$ cat src/rtl/ifetch_pkg.sv
// Shared widths and the {pc, inst} payload carried through the fetch stage.
package ifetch_pkg;

    localparam int unsigned XLEN       = 32;
    localparam int unsigned INST_BYTES = 4;

    typedef struct packed {
        logic [XLEN-1:0] pc;
        logic [XLEN-1:0] inst;
    } fetch_pkt_t;

endpackage

$ cat src/rtl/ifetch_if.sv
// Fetch-to-decode valid/ready handshake carrying {pc, inst}.
interface ifetch_if;

    logic                          out_valid;
    logic                          out_ready;
    logic [ifetch_pkg::XLEN-1:0]   out_pc;
    logic [ifetch_pkg::XLEN-1:0]   out_inst;

    modport master (
        output out_valid,
        output out_pc,
        output out_inst,
        input  out_ready
    );

    modport slave (
        input  out_valid,
        input  out_pc,
        input  out_inst,
        output out_ready
    );

endinterface

$ cat src/rtl/fetch_skid.sv
// One-entry skid buffer for {pc, inst}; the input side passes straight through
// while empty and the held entry takes precedence once captured.
module fetch_skid
    import ifetch_pkg::*;
(
    input  logic       clk,
    input  logic       rst,
    input  logic       flush,
    input  logic       in_valid,
    input  fetch_pkt_t in_data,
    output logic       in_ready_c,
    output logic       out_valid_c,
    output fetch_pkt_t out_data_c,
    input  logic       out_ready
);

    logic       full;
    logic       full_next_c;
    fetch_pkt_t buf_q;

    // Fill when the presented word is not taken; drain once decode accepts.
    always_comb begin
        full_next_c = 1'b0;
        if (full) begin
            full_next_c = ~out_ready;
        end else begin
            full_next_c = in_valid & ~out_ready;
        end
    end

    assign in_ready_c  = ~full_next_c;
    assign out_valid_c = full | in_valid;
    assign out_data_c  = full ? buf_q : in_data;

    always_ff @(posedge clk) begin
        if (rst) begin
            full  <= 1'b0;
            buf_q <= '0;
        end else if (flush) begin
            full  <= 1'b0;
        end else begin
            full <= full_next_c;
            if (!full && full_next_c) begin
                buf_q <= in_data;
            end
        end
    end

endmodule

$ cat src/rtl/ifetch.sv
// Instruction fetch: owns the PC, issues imem reads, pairs each returned word
// with its PC and hands it to decode through a one-entry skid buffer.
module ifetch
    import ifetch_pkg::*;
#(
    parameter logic [XLEN-1:0] RESET_PC = '0
) (
    input  logic            clk,
    input  logic            rst,
    output logic [XLEN-1:0] imem_addr,
    input  logic [XLEN-1:0] imem_rdata,
    input  logic            redirect,
    input  logic [XLEN-1:0] redirect_pc,
    ifetch_if.master        dec
);

    logic [XLEN-1:0] pc;
    logic [XLEN-1:0] resp_pc;
    logic            resp_valid;
    logic            issue_c;
    logic            skid_out_valid_c;
    fetch_pkt_t      resp_pkt_c;
    fetch_pkt_t      out_pkt_c;

    assign resp_pkt_c = '{pc: resp_pc, inst: imem_rdata};

    fetch_skid u_skid (
        .clk         (clk),
        .rst         (rst),
        .flush       (redirect),
        .in_valid    (resp_valid),
        .in_data     (resp_pkt_c),
        .in_ready_c  (issue_c),
        .out_valid_c (skid_out_valid_c),
        .out_data_c  (out_pkt_c),
        .out_ready   (dec.out_ready)
    );

    // Redirect beats issue; without issue imem simply re-reads the held PC.
    always_ff @(posedge clk) begin
        if (rst) begin
            pc         <= RESET_PC;
            resp_pc    <= '0;
            resp_valid <= 1'b0;
        end else if (redirect) begin
            pc         <= redirect_pc & ~XLEN'(INST_BYTES - 1);
            resp_valid <= 1'b0;
        end else if (issue_c) begin
            pc         <= pc + XLEN'(INST_BYTES);
            resp_pc    <= pc;
            resp_valid <= 1'b1;
        end else begin
            resp_valid <= 1'b0;
        end
    end

    assign imem_addr     = pc;
    assign dec.out_valid = skid_out_valid_c & ~redirect;
    assign dec.out_pc    = out_pkt_c.pc;
    assign dec.out_inst  = out_pkt_c.inst;

endmodule

$ cat src/flat_wrapper.sv
// flat-port wrapper written by rule: the top's interface ports become plain ports
module ifetch_flat import ifetch_pkg::*;
#(
    parameter logic [XLEN-1:0] RESET_PC = '0
)
  (clk, rst, imem_addr, imem_rdata, redirect, redirect_pc, dec_out_valid, dec_out_pc, dec_out_inst, dec_out_ready);
  ifetch_if dec_i ();
  input  logic clk;
  input  logic rst;
  output logic [XLEN-1:0] imem_addr;
  input  logic [XLEN-1:0] imem_rdata;
  input  logic redirect;
  input  logic [XLEN-1:0] redirect_pc;
  output wire logic [$bits(dec_i.out_valid)-1:0] dec_out_valid;
  output wire logic [$bits(dec_i.out_pc)-1:0] dec_out_pc;
  output wire logic [$bits(dec_i.out_inst)-1:0] dec_out_inst;
  input wire logic [$bits(dec_i.out_ready)-1:0] dec_out_ready;
  assign dec_out_valid = dec_i.out_valid;
  assign dec_out_pc = dec_i.out_pc;
  assign dec_out_inst = dec_i.out_inst;
  assign dec_i.out_ready = dec_out_ready;
  ifetch #(.RESET_PC(RESET_PC)) u_core (.clk(clk), .rst(rst), .imem_addr(imem_addr), .imem_rdata(imem_rdata), .redirect(redirect), .redirect_pc(redirect_pc), .dec(dec_i));
endmodule
$ cat config.mk
export PLATFORM = sky130hd
export DESIGN_NAME = ifetch_flat
export DESIGN_NICKNAME = d
export VERILOG_FILES = /design/src/rtl/ifetch_pkg.sv /design/src/rtl/ifetch_if.sv /design/src/rtl/fetch_skid.sv /design/src/rtl/ifetch.sv /design/src/flat_wrapper.sv
export SDC_FILE = /design/constraint.sdc
export NUM_CORES = 1
export LEC_CHECK = 0
export ABC_AREA = 1
export CAP_MARGIN = 20
export CORE_MARGIN = 1.5
export CORE_UTILIZATION = 45
export CTS_BUF_LIST = sky130_fd_sc_hd__clkbuf_8
export DETAILED_ROUTE_END_ITERATION = 10
export PLACE_DENSITY = 0.75
export REMOVE_ABC_BUFFERS = 1
export SYNTH_ARGS = -nofsm -noshare
export SYNTH_HDL_FRONTEND = slang
export SYNTH_SLANG_ARGS = --single-unit
$ cat constraint.sdc
create_clock -name clk -period 1.95 [get_ports clk]
set_clock_uncertainty 0.1 [all_clocks]
set_input_delay 0.39 -clock clk [delete_from_list [all_inputs] [get_ports clk]]
set_output_delay 0.39 -clock clk [all_outputs]
set_load 0.01 [all_outputs]
==> results of run 1 <==
[worst max-delay path, cell delays in order, from the launching register on]
cell and delay (ns):
dfxtp_4 0.40, buf_12 0.13, inv_16 0.05, buf_16 0.14, buf_6 0.12, o21ai_2 0.10
buf_2 0.14
[logic make-up after synthesis]
family	share of synthesized area, %
other	0.0619
XOR/XNOR	0.289
AO/OA/AOI/OAI	22.3
AND/OR/NAND/NOR	24.1
flip-flops	41.0
adder cells (fa/ha/maj)	0.207
buffers and inverters	12.0
[layout by cell type, fill, tap and decap left out, types with 6 or more instances in the layout]
| master | count |
|---|---|
| nand2_1 | 170 |
| inv_1 | 128 |
| o21ai_0 | 117 |
| dfxtp_1 | 108 |
| clkdlybuf4s50_1 | 84 |
| a21oi_1 | 77 |
| nor2_1 | 77 |
| buf_2 | 53 |
| buf_4 | 45 |
| o21ai_1 | 39 |
| nand3_1 | 39 |
| clkbuf_8 | 19 |
| dfxtp_2 | 14 |
| nand2_2 | 11 |
| buf_12 | 11 |
| o21ai_2 | 9 |
| nand4_1 | 8 |
| nor3_1 | 8 |
| clkdlybuf4s15_2 | 7 |
| dlygate4sd2_1 | 7 |
| o211ai_1 | 6 |
[synth_stat cells, drive strengths merged]
master  instances
clkbuf         25
nand3          43
dfxtp         124
a22oi           2
a31oi           4
inv           126
clkinv          1
xor2            2
a21boi          1
o21bai          1
a211oi          1
ha              1
o31ai           1
buf            29
nor3            8
nand3b          5
nand4           8
o211ai          6
conb            1
a21oi          78
nand2         182
nor2           86
o221ai          1
o21ai         165
[per-stage QoR]
step | total power [uW] | util (%) | setup slack [ns]
floorplan | 3220 | - | -1.96
global placement | 3830 | 61.9 | -0.133
detailed placement | 3850 | 61.9 | -0.122
CTS | 5850 | 64.0 | -0.106
global route | 6110 | 65.1 | -0.144
finish | 5840 | 65.1 | -0.0713
[layout make-up]
class,count,share of cell area (%)
multi-input combinational,599,34.1
timing repair buffer,224,24.2
clock buffer,19,3.05
clock inverter,8,0.977
tap,176,2.57
sequential,124,29.2
inverter,127,5.64
timing repair inverter,1,0.233
[metal layers]
| metal | vias up | track usage, % | share of wire, % |
|---|---|---|---|
| li1 | 3299 | - | - |
| met1 | 2826 | 31.9 | 46 |
| met2 | 196 | 40.9 | 47 |
| met3 | 22 | 4.74 | 4.9 |
| met4 | 0 | 9.49 | 1.7 |
| met5 | - | 0 | 0 |
[final timing paths]
kind | to | slack (ns) | cells after the start
max | dec_out_inst[14] | -0.07 | 6
min | u_core.u_skid.buf_q[51] | 0.34 | 2
max reg2reg | u_core.imem_addr[20] | 0.18 | 9
min reg2reg | u_core.u_skid.buf_q[51] | 0.34 | 2
[what timing repair did]
| item | 4_1_cts | 5_1_grt |
|---|---|---|
| hold buffers | 0 | 0 |
| cloned | 4 | 3 |
| endpoints found under the setup margin | 81 | 71 |
| setup buffers | 5 | 0 |
| gates resized for setup | 304 | 59 |
[sequential cells by signal, indices dropped and copies added, names as in the netlist]
register / count
u_core.resp_pc: 30
u_core.resp_valid: 1
u_core.u_skid.full: 1
u_core.imem_addr: 30
u_core.u_skid.buf_q: 62
[where the power goes]
| part | internal, uW | switching, uW | total, uW |
|---|---|---|---|
| Sequential | 2670 | 99.6 | 2770 |
| Clock | 1140 | 929 | 2070 |
| Combinational | 496 | 505 | 1000 |
==> flow_summary.toml, run 1 <==
[run_status]
violations = "negative setup slack"
status = "complete, but fails checks"

[yosys]
synth_seq_area_share_pct = 41.0
syn-instance-count = 901
yosys_register_bits = 124
synth_cell_types = 35
netlist.area_leader.share_pct = 41.0
ys_warn_count = 0
yosys.area.top_type = "dfxtp_1"
postSynthAreaPerCell_um2 = 6.72
synth_area_leaders = "dfxtp_1 41%, o21ai_0 14%, nand2_1 11%"
synth_area_mm2 = 0.00605

[drt]
dr.pass1.iters = 4
drt_iter0_drc = 347
wl_per_cell_um = 13.6
via_count = 6343
ant_nets = 0
routed_wl_um = 17400
drc = 0
viasPerCell = 4.96

[global_routing]
grt_pass1_vias = 5773
grt_pass1_wl_um = 28000
grt_usage_pct = 24.7
overflow = 0
grt_max_degree = 69
grt_antenna_before_repair = 0

[clock_tree]
clk_pin_slew_ns = 0.07
cts_tree = "done"
numCtsBuffers = 17
ctsLongestPathBuffers = 2
root_buffer = "clkbuf_8"
htree_num_levels = 4
clkLatencyLatePin_ns = 0.44
cts.sinks = 124

[die]
die_x_um = 119
num_rows = 42
fp.coreArea_mm2 = 0.0132
dieArea_mm2 = 0.0142
ios = 165
dieHeight_um = 119
initial_utilization_pct = 45.9

[finish]
num_antenna_cells = 0
drive_gt1_share_pct = 18.9
fin_area_mm2 = 0.00858
area_growth_pct = 41.8
fillers = 1231
final_cells = 1278
seqCellArea_mm2 = 0.00251
multi_input_area_mm2 = 0.00293
fin_nets = 1163

[timing]
final.setup.tns_ns = -0.414
hold_violations = 0
hold_ws_ns = 0.344
fin_crit_ns = 2.02
layout_setup_ws_ns = -0.0713
setup_violations = 14
slew_violations = 0
rsz0062_at_grt = "true"
fmax_mhz = 495
fin_crit_sh_pct = 104

[job]
maxCapViolCount = 0

[critical_path]
cp.arrival_ns = 1.53
endpoint_kind = "output port"
critPathKind = "flop to output port"
timing.rr.start = "u_core.u_skid.full"
cp.required_ns = 1.46
path_max_fanout = 8
start_kind = "flop"
cp-startpoint = "u_core.u_skid.full"

[place]
portBuffers = 158
placed_cell_area_mm2 = 0.00816
dp_cells = 1239
dp_hpwl_um = 11600
place_congestion = 0.862

[pwr]
p_leak_uw = 0.00381
power.density_mw_per_mm2 = 680
ir_drop_mv = 0.359

[min_path]
min-delay-start = "u_core.u_skid.buf_q[51]"
hold_class = "flop to flop"
No activity file was read; power rests on OpenSTA's default activity.
==> run 2, diff against run 1 <==
--- a/config.mk
+++ b/config.mk
@@ -11,6 +11,7 @@
 export CORE_UTILIZATION = 45
 export CTS_BUF_LIST = sky130_fd_sc_hd__clkbuf_8
 export DETAILED_ROUTE_END_ITERATION = 10
+export MAX_ROUTING_LAYER = met4
 export PLACE_DENSITY = 0.75
 export REMOVE_ABC_BUFFERS = 1
 export SYNTH_ARGS = -nofsm -noshare
==> flow_summary.toml, run 2 (synthesis gave the netlist of run 1 again) <==
[min_path]
min-delay-start = "u_core.u_skid.buf_q[51]"
hold_class = "flop to flop"

[critical_path]
rrSetupSlack_ns = 0.18
timing.rr.start = "u_core.u_skid.full"
start_kind = "flop"
cp.required_ns = 1.46
cp.arrival_ns = 1.54
critPathKind = "flop to output port"
cp-startpoint = "u_core.u_skid.full"
path_max_fanout = 8
endpoint_kind = "output port"

[finish]
fin_nets = 1163
fin_area_mm2 = 0.00858
top_register = "u_core.u_skid.buf_q"
final_cells = 1278
final_cell_mix = "170 x nand2_1, 128 x inv_1, 118 x o21ai_0"
largest_reg_flops = 62
drive_gt1_share_pct = 18.9
fillers = 1231
layout_commonest_cell = "nand2_1"
num_antenna_cells = 0
area_growth_pct = 41.8

[drt]
ant_nets = 0
drt_iter0_drc = 352
routed_wl_um = 17500
dr.pass1.iters = 5
wl_per_cell_um = 13.7
drc = 0
viasPerCell = 4.97
via_count = 6348

[die]
die_x_um = 119
num_rows = 42
dieArea_mm2 = 0.0142
dieHeight_um = 119
fp.coreArea_mm2 = 0.0132
ios = 165
initial_utilization_pct = 45.9

[timing]
fmax_mhz = 494
rsz0062_at_grt = "true"
fin_crit_ns = 2.03
fin_crit_sh_pct = 104
slew_violations = 0
setup_violations = 17
hold_violations = 0
final.setup.tns_ns = -0.496
layout_setup_ws_ns = -0.0759

[global_routing]
grt_antenna_before_repair = 0
grt_max_degree = 69
grt_usage_pct = 25.4
grt_pass1_wl_um = 28000
overflow = 0
grt_pass1_vias = 5779

[clock_tree]
ctsLongestPathBuffers = 2
root_buffer = "clkbuf_8"
numCtsBuffers = 17
cts.sinks = 124
clkLatencyLatePin_ns = 0.45
hold_buffers = 0
htree_num_levels = 4
clk_pin_slew_ns = 0.07
cts_tree = "done"

[run_status]
violations = "negative setup slack"
status = "complete, but fails checks"

[pwr]
ir_drop_mv = 0.359
power.density_mw_per_mm2 = 680
p_leak_uw = 0.00381

[place]
dp_hpwl_um = 11600
portBuffers = 158
placed_cell_area_mm2 = 0.00816
place_congestion = 0.875
dp_cells = 1239

[job]
maxCapViolCount = 0
==> run 2: final cells by class <==
| class | count | area (um2) | area share, % |
|---|---|---|---|
| clock buffers | 19 | 262 | 3.05 |
| clock inverters | 8 | 83.8 | 0.977 |
| inverters | 127 | 484 | 5.64 |
| multi-input cells | 599 | 2930 | 34.1 |
| flip-flops and latches | 124 | 2510 | 29.2 |
| well taps | 176 | 220 | 2.57 |
| repair buffers | 224 | 2080 | 24.2 |
| repair inverters | 1 | 20.0 | 0.233 |
==> run 2: what timing repair did <==
action                                 CTS  global route
gates resized for setup                304            59
setup endpoints to repair               81            72
setup buffers                            5             0
cloned                                   4             3
endpoints found under the hold margin    0             0
==> run 2: critical path: stages, from the launching register on <==
cell	delay [ns]
dfxtp_4	0.40
buf_12	0.13
inv_16	0.05
buf_16	0.14
buf_6	0.12
o21ai_2	0.10
buf_2	0.14
==> run 2: power by group <==
part	leakage, uW	internal [uW]	total (uW)	switching (uW)
sequential	0.00102	2670	2770	99.6
clock	0.000195	1140	2070	933
combinational	0.00260	496	1000	506
==> run 2: final timing paths <==
kind                            cells past startpoint                       to
worst max-delay path                                6         dec_out_inst[14]
worst min-delay path                                2  u_core.u_skid.buf_q[51]
worst max register to register                      9     u_core.imem_addr[20]
worst min register to register                      2  u_core.u_skid.buf_q[51]
==> run 2: stage by stage <==
| stage | utilization, % | hold WS [ns] | worst slack, ns | power, uW |
|---|---|---|---|---|
| 3_5_place_dp | 61.9 | 0.336 | -0.122 | 3850 |
| 3_3_place_gp | 61.9 | 0.331 | -0.133 | 3830 |
| 5_1_grt | 65.1 | 0.366 | -0.147 | 6110 |
| 2_1_floorplan | - | 0.327 | -1.96 | 3220 |
| 4_1_cts | 64.0 | 0.346 | -0.106 | 5850 |
| 6_report | 65.1 | 0.344 | -0.0759 | 5840 |
==> run 2: layer usage <==
layer  vias to the layer above  part of all wire [%]  GRT usage, %
li1                       3300                     -             -
met1                      2825                    46          32.1
met2                       198                    47          40.8
met3                        25                   5.0          4.79
met4                         0                   2.0          9.26
met5                         -                     0             -
==> patch: new RTL, config.mk and constraints of run 2 <==
`XLEN`: 32 -> 64.
--- a/src/rtl/ifetch_pkg.sv
+++ b/src/rtl/ifetch_pkg.sv
@@ -2,5 +2,5 @@
 package ifetch_pkg;
 
-    localparam int unsigned XLEN       = 32;
+    localparam int unsigned XLEN       = 64;
     localparam int unsigned INST_BYTES = 4;
 
Interface: changed (5 resized); port bits go from 165 to 325. No check against the original RTL was run, so the function may have changed too.
==> patch against run 2 <==
  * The run still ends with negative setup slack left
  * Final area increased by 120%
  * Sequential cell count increased by 128
  * Routed wire length grew to 2.6 times the old value
  * Synthesized area is 110% higher
  * Worst setup slack got worse by 0.18 ns
  * Total power is 120% higher
  * Sequential power rose by 100%
  * Largest power group unchanged
==> patch: results (changes against run 2) <==
{| class="wikitable"
! Metric !! Value
|-
| Failing checks || negative setup slack
|-
| Detail-routed net length per standard cell || 16.2 um (+19%)
|-
| Power per cell area || 682 mW/mm2 (+0.22%)
|-
| Clock network area share || 4.70% (+0.68 points)
|-
| Startpoint of the lowest-slack hold path || redirect
|-
| Diodes inserted || 4 (+4)
|-
| Max FFs per register || 126 (+100%)
|-
| Endpoint of the worst-slack reg-to-reg timing path || u_core.imem_addr[41]
|-
| Number of synthesized register bits || 252 (+100%)
|-
| Sequential share of cell area || 27.3% (-1.9 points)
|-
| Wire length reported by the detailed router || 45000 um (+160%)
|-
| IO buf count || 318 (+100%)
|-
| Inverters || 246 (+92%)
|-
| DRT met1 WL || 18500 um (+130%)
|-
| Worst slack, placed || -0.281 ns (-0.159 ns)
|-
| End point of the critical path || dec_out_pc[30]
|-
| Flop2flop setup slack || 0.08 ns (-0.10 ns)
|-
| GR Util met1 || 36.0% (+3.9 points)
|-
| Vias in the first global route || 13100 (+130%)
|-
| CTS HTree Levels || 2 (-2)
|-
| Clock insertion delay at the later pin of the skew report || 0.55 ns (+0.10 ns)
|-
| Post-layout total power || 12.7 mW (+120%)
|-
| Count of placed standard cells including taps || 2662 (+110%)
|-
| Seq/Total Area, Yosys || 40.0% (-1.0 points)
|-
| Buffers from clock root to sink, at most || 3 (+1)
|-
| Placed wire-length estimate || 29600 um (+160%)
|-
| Fraction of power consumed by sequential logic || 44.3% (-3.0 points)
|-
| Worst setup margin || -0.253 ns (-0.177 ns)
|-
| CP Data Arrival Time || 1.71 ns (+0.17 ns)
|-
| Maximum number of pins on one net before global-route repair || 59 (-14%)
|-
| Largest fanout of any net on the critical path || 7 (-1)
|-
| Wire length of the first global-routing pass || 67000 um (+140%)
|-
| Detailed route wirelength on metal3 || 3810 um (+330%)
|-
| Setup violators final || 124 (+107)
|-
| Result of the run || finished with violations
|}
patch: cell types whose count changed after synthesis, moves of 11 or more:
| cell | run 2 | this run |
|---|---|---|
| nand2_1 | 178 | 409 |
| dfxtp_1 | 124 | 252 |
| o21ai_0 | 165 | 328 |
| buf_6 | 0 | 11 |
| clkbuf_1 | 24 | 68 |
| nand3_1 | 39 | 76 |
| inv_1 | 124 | 240 |
| nor2_1 | 77 | 213 |
| buf_2 | 19 | 30 |
| nand3b_1 | 4 | 18 |
| nand4_1 | 8 | 30 |
| a21oi_1 | 78 | 153 |
patch: worst max-delay path, stage by stage, from the launching register on:
cell and delay (ns):
dfxtp_4 0.38, buf_12 0.14, inv_16 0.10, buf_12 0.12, clkbuf_16 0.13, nand2_1 0.04
o21ai_1 0.06, buf_2 0.16
patch: repair_timing:
action / CTS / global route
setup endpoints to repair: 195 / 192
resized for setup: 691 / 159
pin swaps: 2 / 11
setup buffers: 3 / 16
gates cloned: 10 / 8
